$ cat src/rtl/sha1_pkg.sv
// Shared constants, FSM state type and the rotate helper for the SHA-1 message scheduler.
package sha1_pkg;

    localparam int WORD_W      = 32;
    localparam int BLOCK_WORDS = 16;
    localparam int N_ROUNDS    = 80;
    localparam int PTR_W       = 4;
    localparam int ROUND_W     = 7;

    typedef enum logic [1:0] {
        IDLE,
        RUN,
        DONE
    } state_e;

    function automatic logic [WORD_W-1:0] rotl1(input logic [WORD_W-1:0] x);
        return {x[WORD_W-2:0], x[WORD_W-1]};
    endfunction

endpackage

$ cat src/rtl/sha1_w_scheduler_if.sv
// Sequencer-side load bus and round-datapath stream of the SHA-1 scheduler.
// err_o exists only when SHA1_LOAD_CHECK_EN is defined.
interface sha1_w_scheduler_if;
    import sha1_pkg::*;

    logic                load_i;
    logic [WORD_W-1:0]   data_i;
    logic                start_i;
    logic [WORD_W-1:0]   w_o;
    logic                w_valid_o;
    logic                w_ready_i;
    logic [ROUND_W-1:0]  round_o;
    logic                busy_o;
    logic                done_o;
`ifdef SHA1_LOAD_CHECK_EN
    logic                err_o;

    modport slave (
        input  load_i, data_i, start_i, w_ready_i,
        output w_o, w_valid_o, round_o, busy_o, done_o, err_o
    );
    modport master (
        output load_i, data_i, start_i, w_ready_i,
        input  w_o, w_valid_o, round_o, busy_o, done_o, err_o
    );
`else
    modport slave (
        input  load_i, data_i, start_i, w_ready_i,
        output w_o, w_valid_o, round_o, busy_o, done_o
    );
    modport master (
        output load_i, data_i, start_i, w_ready_i,
        input  w_o, w_valid_o, round_o, busy_o, done_o
    );
`endif

endinterface

$ cat src/rtl/sha1_w_buffer.sv
// 16x32 circular word buffer: one write port, four combinational read ports, async clear.
module sha1_w_buffer
    import sha1_pkg::*;
(
    input  logic                         clk_i,
    input  logic                         rst_i,
    input  logic                         we_i,
    input  logic [PTR_W-1:0]             waddr_i,
    input  logic [WORD_W-1:0]            wdata_i,
    input  logic [3:0][PTR_W-1:0]        raddr_i,
    output logic [3:0][WORD_W-1:0]       rdata_o
);

    logic [WORD_W-1:0] mem_q [BLOCK_WORDS];

    // NOTE: this memory is cleared on reset because downstream sees defined words even
    // if start arrives before a full block is loaded; that forces flops, not a RAM macro.
    always_ff @(posedge clk_i or posedge rst_i) begin
        if (rst_i) begin
            for (int i = 0; i < BLOCK_WORDS; i++) begin
                mem_q[i] <= '0;
            end
        end else if (we_i) begin
            mem_q[waddr_i] <= wdata_i;
        end
    end

    always_comb begin
        rdata_o = '0;
        for (int p = 0; p < 4; p++) begin
            rdata_o[p] = mem_q[raddr_i[p]];
        end
    end

endmodule

$ cat src/rtl/sha1_w_scheduler.sv
// SHA-1 message scheduler: captures a 16-word block, then streams W[0..79] under valid/ready.
// Optional load-count checking with err_o is enabled by SHA1_LOAD_CHECK_EN.
module sha1_w_scheduler
    import sha1_pkg::*;
(
    input  logic              clk_i,
    input  logic              rst_i,
    sha1_w_scheduler_if.slave bus
);

    localparam logic [ROUND_W-1:0] FIRST_EXP_T = ROUND_W'(BLOCK_WORDS);
    localparam logic [ROUND_W-1:0] LAST_T      = ROUND_W'(N_ROUNDS - 1);
    localparam logic [PTR_W:0]     FULL_CNT    = (PTR_W + 1)'(BLOCK_WORDS);

    state_e             state_q, state_d;
    logic [ROUND_W-1:0] t_q, t_d;
    logic [PTR_W-1:0]   wr_ptr_q, wr_ptr_d;
    logic [PTR_W:0]     load_cnt_q, load_cnt_d;
`ifdef SHA1_LOAD_CHECK_EN
    logic               err_q, err_d;
`endif

    logic                  we;
    logic [PTR_W-1:0]      waddr;
    logic [WORD_W-1:0]     wdata;
    logic [PTR_W-1:0]      t_lo;
    logic [3:0][PTR_W-1:0] raddr;
    logic [3:0][WORD_W-1:0] rdata;
    logic [WORD_W-1:0]     w_cur;

    // Read ports: [0]=t-3, [1]=t-8, [2]=t-14, [3]=t-16 which aliases t in a 16-entry ring.
    assign t_lo  = t_q[PTR_W-1:0];
    assign raddr = {t_lo, t_lo - 4'd14, t_lo - 4'd8, t_lo - 4'd3};

    sha1_w_buffer u_buf (
        .clk_i   (clk_i),
        .rst_i   (rst_i),
        .we_i    (we),
        .waddr_i (waddr),
        .wdata_i (wdata),
        .raddr_i (raddr),
        .rdata_o (rdata)
    );

    always_comb begin
        w_cur = '0;
        if (state_q == RUN) begin
            w_cur = (t_q < FIRST_EXP_T) ? rdata[3]
                                        : rotl1(rdata[0] ^ rdata[1] ^ rdata[2] ^ rdata[3]);
        end
    end

    // NOTE: every signal gets a default before the case so no path leaves one unassigned,
    // which would otherwise infer a latch.
    always_comb begin
        state_d    = state_q;
        t_d        = t_q;
        wr_ptr_d   = wr_ptr_q;
        load_cnt_d = load_cnt_q;
        we         = 1'b0;
        waddr      = wr_ptr_q;
        wdata      = bus.data_i;
`ifdef SHA1_LOAD_CHECK_EN
        err_d      = err_q;
`endif
        unique case (state_q)
            IDLE: begin
                if (bus.load_i) begin
                    we       = 1'b1;
                    wr_ptr_d = wr_ptr_q + 1'b1;
                    if (load_cnt_q != FULL_CNT) begin
                        load_cnt_d = load_cnt_q + 1'b1;
                    end
`ifdef SHA1_LOAD_CHECK_EN
                    err_d = (load_cnt_q == FULL_CNT);
`endif
                end else if (bus.start_i) begin
                    t_d = '0;
`ifdef SHA1_LOAD_CHECK_EN
                    if (load_cnt_q != FULL_CNT) begin
                        err_d = 1'b1;
                    end else begin
                        state_d = RUN;
                    end
`else
                    state_d = RUN;
`endif
                end
            end
            RUN: begin
                if (bus.w_ready_i) begin
                    // Expanded words replace the oldest slot so the ring always holds W[t-15..t].
                    we    = (t_q >= FIRST_EXP_T);
                    waddr = t_lo;
                    wdata = w_cur;
                    if (t_q == LAST_T) begin
                        state_d = DONE;
                        t_d     = '0;
                    end else begin
                        t_d = t_q + 1'b1;
                    end
                end
            end
            DONE: begin
                state_d    = IDLE;
                t_d        = '0;
                wr_ptr_d   = '0;
                load_cnt_d = '0;
            end
            default: begin
                state_d = IDLE;
            end
        endcase
    end

    // NOTE: sequential state uses non-blocking assignments so every flop samples the
    // pre-edge values regardless of statement order.
    always_ff @(posedge clk_i or posedge rst_i) begin
        if (rst_i) begin
            state_q    <= IDLE;
            t_q        <= '0;
            wr_ptr_q   <= '0;
            load_cnt_q <= '0;
`ifdef SHA1_LOAD_CHECK_EN
            err_q      <= 1'b0;
`endif
        end else begin
            state_q    <= state_d;
            t_q        <= t_d;
            wr_ptr_q   <= wr_ptr_d;
            load_cnt_q <= load_cnt_d;
`ifdef SHA1_LOAD_CHECK_EN
            err_q      <= err_d;
`endif
        end
    end

    assign bus.w_o       = w_cur;
    assign bus.w_valid_o = (state_q == RUN);
    assign bus.busy_o    = (state_q != IDLE);
    assign bus.done_o    = (state_q == DONE);
    assign bus.round_o   = t_q;
`ifdef SHA1_LOAD_CHECK_EN
    assign bus.err_o     = err_q;
`endif

endmodule

$ cat src/flat_wrapper.sv
// flat-port wrapper written by rule: the top's interface ports become plain ports
module sha1_w_scheduler_flat import sha1_pkg::*;
  (clk_i, rst_i, bus_load_i, bus_data_i, bus_start_i, bus_w_ready_i, bus_w_o, bus_w_valid_o, bus_round_o, bus_busy_o, bus_done_o);
  sha1_w_scheduler_if bus_i ();
  input  logic clk_i;
  input  logic rst_i;
  input wire logic [$bits(bus_i.load_i)-1:0] bus_load_i;
  input wire logic [$bits(bus_i.data_i)-1:0] bus_data_i;
  input wire logic [$bits(bus_i.start_i)-1:0] bus_start_i;
  input wire logic [$bits(bus_i.w_ready_i)-1:0] bus_w_ready_i;
  output wire logic [$bits(bus_i.w_o)-1:0] bus_w_o;
  output wire logic [$bits(bus_i.w_valid_o)-1:0] bus_w_valid_o;
  output wire logic [$bits(bus_i.round_o)-1:0] bus_round_o;
  output wire logic [$bits(bus_i.busy_o)-1:0] bus_busy_o;
  output wire logic [$bits(bus_i.done_o)-1:0] bus_done_o;
  assign bus_i.load_i = bus_load_i;
  assign bus_i.data_i = bus_data_i;
  assign bus_i.start_i = bus_start_i;
  assign bus_i.w_ready_i = bus_w_ready_i;
  assign bus_w_o = bus_i.w_o;
  assign bus_w_valid_o = bus_i.w_valid_o;
  assign bus_round_o = bus_i.round_o;
  assign bus_busy_o = bus_i.busy_o;
  assign bus_done_o = bus_i.done_o;
  sha1_w_scheduler u_core (.clk_i(clk_i), .rst_i(rst_i), .bus(bus_i));
endmodule
$ cat config.mk
export PLATFORM = sky130hd
export DESIGN_NAME = sha1_w_scheduler_flat
export DESIGN_NICKNAME = d
export VERILOG_FILES = /design/src/rtl/sha1_pkg.sv /design/src/rtl/sha1_w_scheduler_if.sv /design/src/rtl/sha1_w_buffer.sv /design/src/rtl/sha1_w_scheduler.sv /design/src/flat_wrapper.sv
export SDC_FILE = /design/constraint.sdc
export NUM_CORES = 2
export LEC_CHECK = 0
export ABC_AREA = 1
export ABC_CLOCK_PERIOD_IN_PS = 24300
export CAP_MARGIN = 10
export CORE_MARGIN = 5
export CORE_UTILIZATION = 25
export CTS_CLUSTER_SIZE = 40
export DETAILED_ROUTE_END_ITERATION = 10
export PLACE_DENSITY = 0.5
export RECOVER_POWER = 25
export SLEW_MARGIN = 20
export SYNTH_ARGS = -nofsm -noshare
export SYNTH_HDL_FRONTEND = slang
export SYNTH_SLANG_ARGS = --single-unit
$ cat constraint.sdc
create_clock -name clk_i -period 24.3 [get_ports clk_i]
set_input_delay 4.86 -clock clk_i [delete_from_list [all_inputs] [get_ports clk_i]]
set_output_delay 4.86 -clock clk_i [all_outputs]
set_load 0.005 [all_outputs]
==> results.yml <==
timing:
  finalCritPeriodShare_pct: 48.1
  hold_viol: 0
  setup_ws_ns: 12.61
  finalClockSkew_ns: 0.0172
  period_needed_ns: 11.69
  timing.final.setup_violations: 0
  slew_headroom_pct: -202
  fmax_ghz: 0.0855
  tightest_slew_ns: 4.50
  rsz0062_at_grt: "false"
  slew_viol_final: 334
  finalSetupTns_ns: 0
cts:
  hold_buffers: 0
  cts_max_level: 3
  cts_made_buffers: 67
  clkSlewWorstSetupHoldPaths_ns: 0.06
  cts_buffer_depth: 3
  post_cts_buffers: 0
  cts_resized: 0
  cts_sinks: 525
  cts_root_buf: "clkbuf_16"
  cts_tree: "built"
  insertion_delay_ns: 0.66
placement:
  post-place-ws_ns: 13.72
  gp_congestion: 0.825
  dp_hpwl_mm: 87.9
  port_buffers: 78
  placed_cells: 7972
global_routing:
  grt_pass1_vias: 37515
  gr-total-overflow: 0
  grtUsageMet1_pct: 29.0
  grt_max_degree: 173
  use_met3_pct: 3.16
  top_usage_layer: "met2"
  grt_first_pass_wirelength_mm: 248
  grt_use_met2_pct: 32.9
  antenna_found_initial: 1
  grt_usage_pct: 20.8
critical_path:
  end_kind: "asynchronous set/reset pin"
  r2r-end: "u_core.u_buf.mem_q[215]"
  path_max_fanout: 86
  rr_worst_depth: 19
  cpMaxStageDelayCell: "clkbuf_1"
  r2r_start: "u_core.bus.round_o[0]"
  critPathLaunchType: "input pin"
  arrival_ns: 10.99
  path_class: "in2async"
  path_cells: "dlygate4sd3_1 > clkinvlp_2 > clkbuf_1"
  cp_data_required_time_ns: 23.60
  reg2reg_slack_ns: 18.20
  critPathLaunch: "rst_i"
  slowest_delay_ns: 2.87
route:
  wl_mm: 168
  via_per_inst: 5.04
  dr_total_vias: 40754
  drtPass1Iterations: 6
  drc: 0
  wl_per_cell_um: 20.8
  ant_nets: 0
  drt_iter0_markers: 4632
yosys:
  synth-edff-count: 0
  ys_seq_area_share_pct: 35.3
  ys_ff_latch: 525
  netlist_instances: 6305
  synth_fp_nets: 6347
  syn_area_um2: 37200
  ys.flop_type: "dfrtp_1"
  yosys_warnings: 0
  ys_types: 32
  async_reset_ff_share_pct: 100
  avgSynthCellArea_um2: 5.90
cells_and_area:
  area_growth_pct: 11.6
  instances_no_fill: 8093
  drive_gt1_share_pct: 4.51
  postLayoutCoreUtil_pct: 28.1
  final_net_count: 6155
floorplanning:
  dieArea_um2: 157000
  die_h_um: 396
  initial_utilization_pct: 25.2
  ios: 79
  die_x_um: 396
  core.rowCount: 141
  core_um2: 148000
power:
  ir_drop_uv: 107
  p_per_area_nw_per_um2: 159
  p_leak_nw: 22.0
hold_path:
  hold_end: "u_core.wr_ptr_q[3]"
  hold_depth: 1
  hp-start: "u_core.wr_ptr_q[3]"
  min_path_type: "reg2reg"
outcome:
  status: "complete, but fails checks"
  violations: "capacitance limit, slew limit"
flow_run:
  cap_violations: 5
## cell families after synthesis
group / after synthesis / share of synthesized area [%]
AO/OA/AOI/OAI: 143 / 2.29
XOR/XNOR: 5 / 0.178
adder cells (fa/ha/maj): 5 / 0.168
buffers and inverters: 668 / 7.78
flip-flops: 525 / 35.3
AND/OR/NAND/NOR: 4959 / 54.3
## placed cells by master (no fill, tap or decap), types with 39 or more instances in the layout
| cell type | synthesis | routed |
|---|---|---|
| nand3_1 | 1088 | 1088 |
| nand2_1 | 3605 | 3606 |
| clkbuf_16 | 0 | 73 |
| buf_4 | 12 | 67 |
| o21ai_0 | 81 | 82 |
| nor2_1 | 210 | 209 |
| dfrtp_1 | 525 | 521 |
| inv_1 | 216 | 215 |
| o211ai_1 | 39 | 39 |
| clkdlybuf4s50_1 | 0 | 76 |
## final cells by class
| cell class | count | area, um2 |
|---|---|---|
| Fill cell | 16579 | 106000 |
| Multi-Input combinational cell | 5112 | 21300 |
| Sequential cell | 525 | 13200 |
| Tap cell | 1930 | 2410 |
| Clock buffer | 102 | 2080 |
| Timing Repair Buffer | 155 | 1430 |
| Inverter | 252 | 980 |
| Clock inverter | 16 | 208 |
| Antenna cell | 1 | 2.50 |
## power breakdown
group	internal (mW)	total, mW	switching, mW
Combinational	1.21	3.98	2.77
Sequential	1.23	1.56	0.326
Clock	0.641	1.07	0.433
## how the worst max path moves through the flow
stage,to
after floorplan,u_core.bus.round_o[0]
after global placement,bus_w_o[27]
after detailed placement,bus_w_o[27]
after CTS,bus_w_o[27]
after global routing,u_core.bus.round_o[1]
final,u_core.bus.round_o[1]
## layer usage
metal	share of wire, %	up-vias	routed length (um)
li1	-	19301	-
met1	45	19399	75000
met2	44	1710	73800
met3	7.7	344	12900
met4	3.7	0	6240
met5	0	-	0
## worst max-delay path, delay by kind of cell
family / cells / cell delay (ns)
buf+inv: 3 / 5.90
## per-stage QoR
step	area [um2]	power [mW]	hold slack, ns
finish	41500	6.61	0.464
global route	41500	7.18	0.473
CTS	41500	6.57	0.460
detailed placement	39200	5.47	0.447
global placement	39200	5.45	0.447
floorplan	37200	4.33	0.431
## cell usage after synthesis (all sizes together) (5+ instances only)
library cell  instances  area, um2
clkinv                5       18.8
dfrtp               525      13100
a21oi                 9       45.0
o22ai                 5       31.3
inv                 247        930
or2                  26        163
nor2                228        956
nand2              3612      13600
o21ai                86        449
clkbuf               93        349
nand3              1089       5460
ha                    5       62.6
buf                 323       1600
o211ai               39        293
## registers in the layout, indices dropped and copies added (netlist names)
signal              count
u_core.state_q          2
u_core.wr_ptr_q         4
u_core.u_buf.mem_q    512
u_core.bus.round_o      7
No activity file was read; power rests on OpenSTA's default activity.
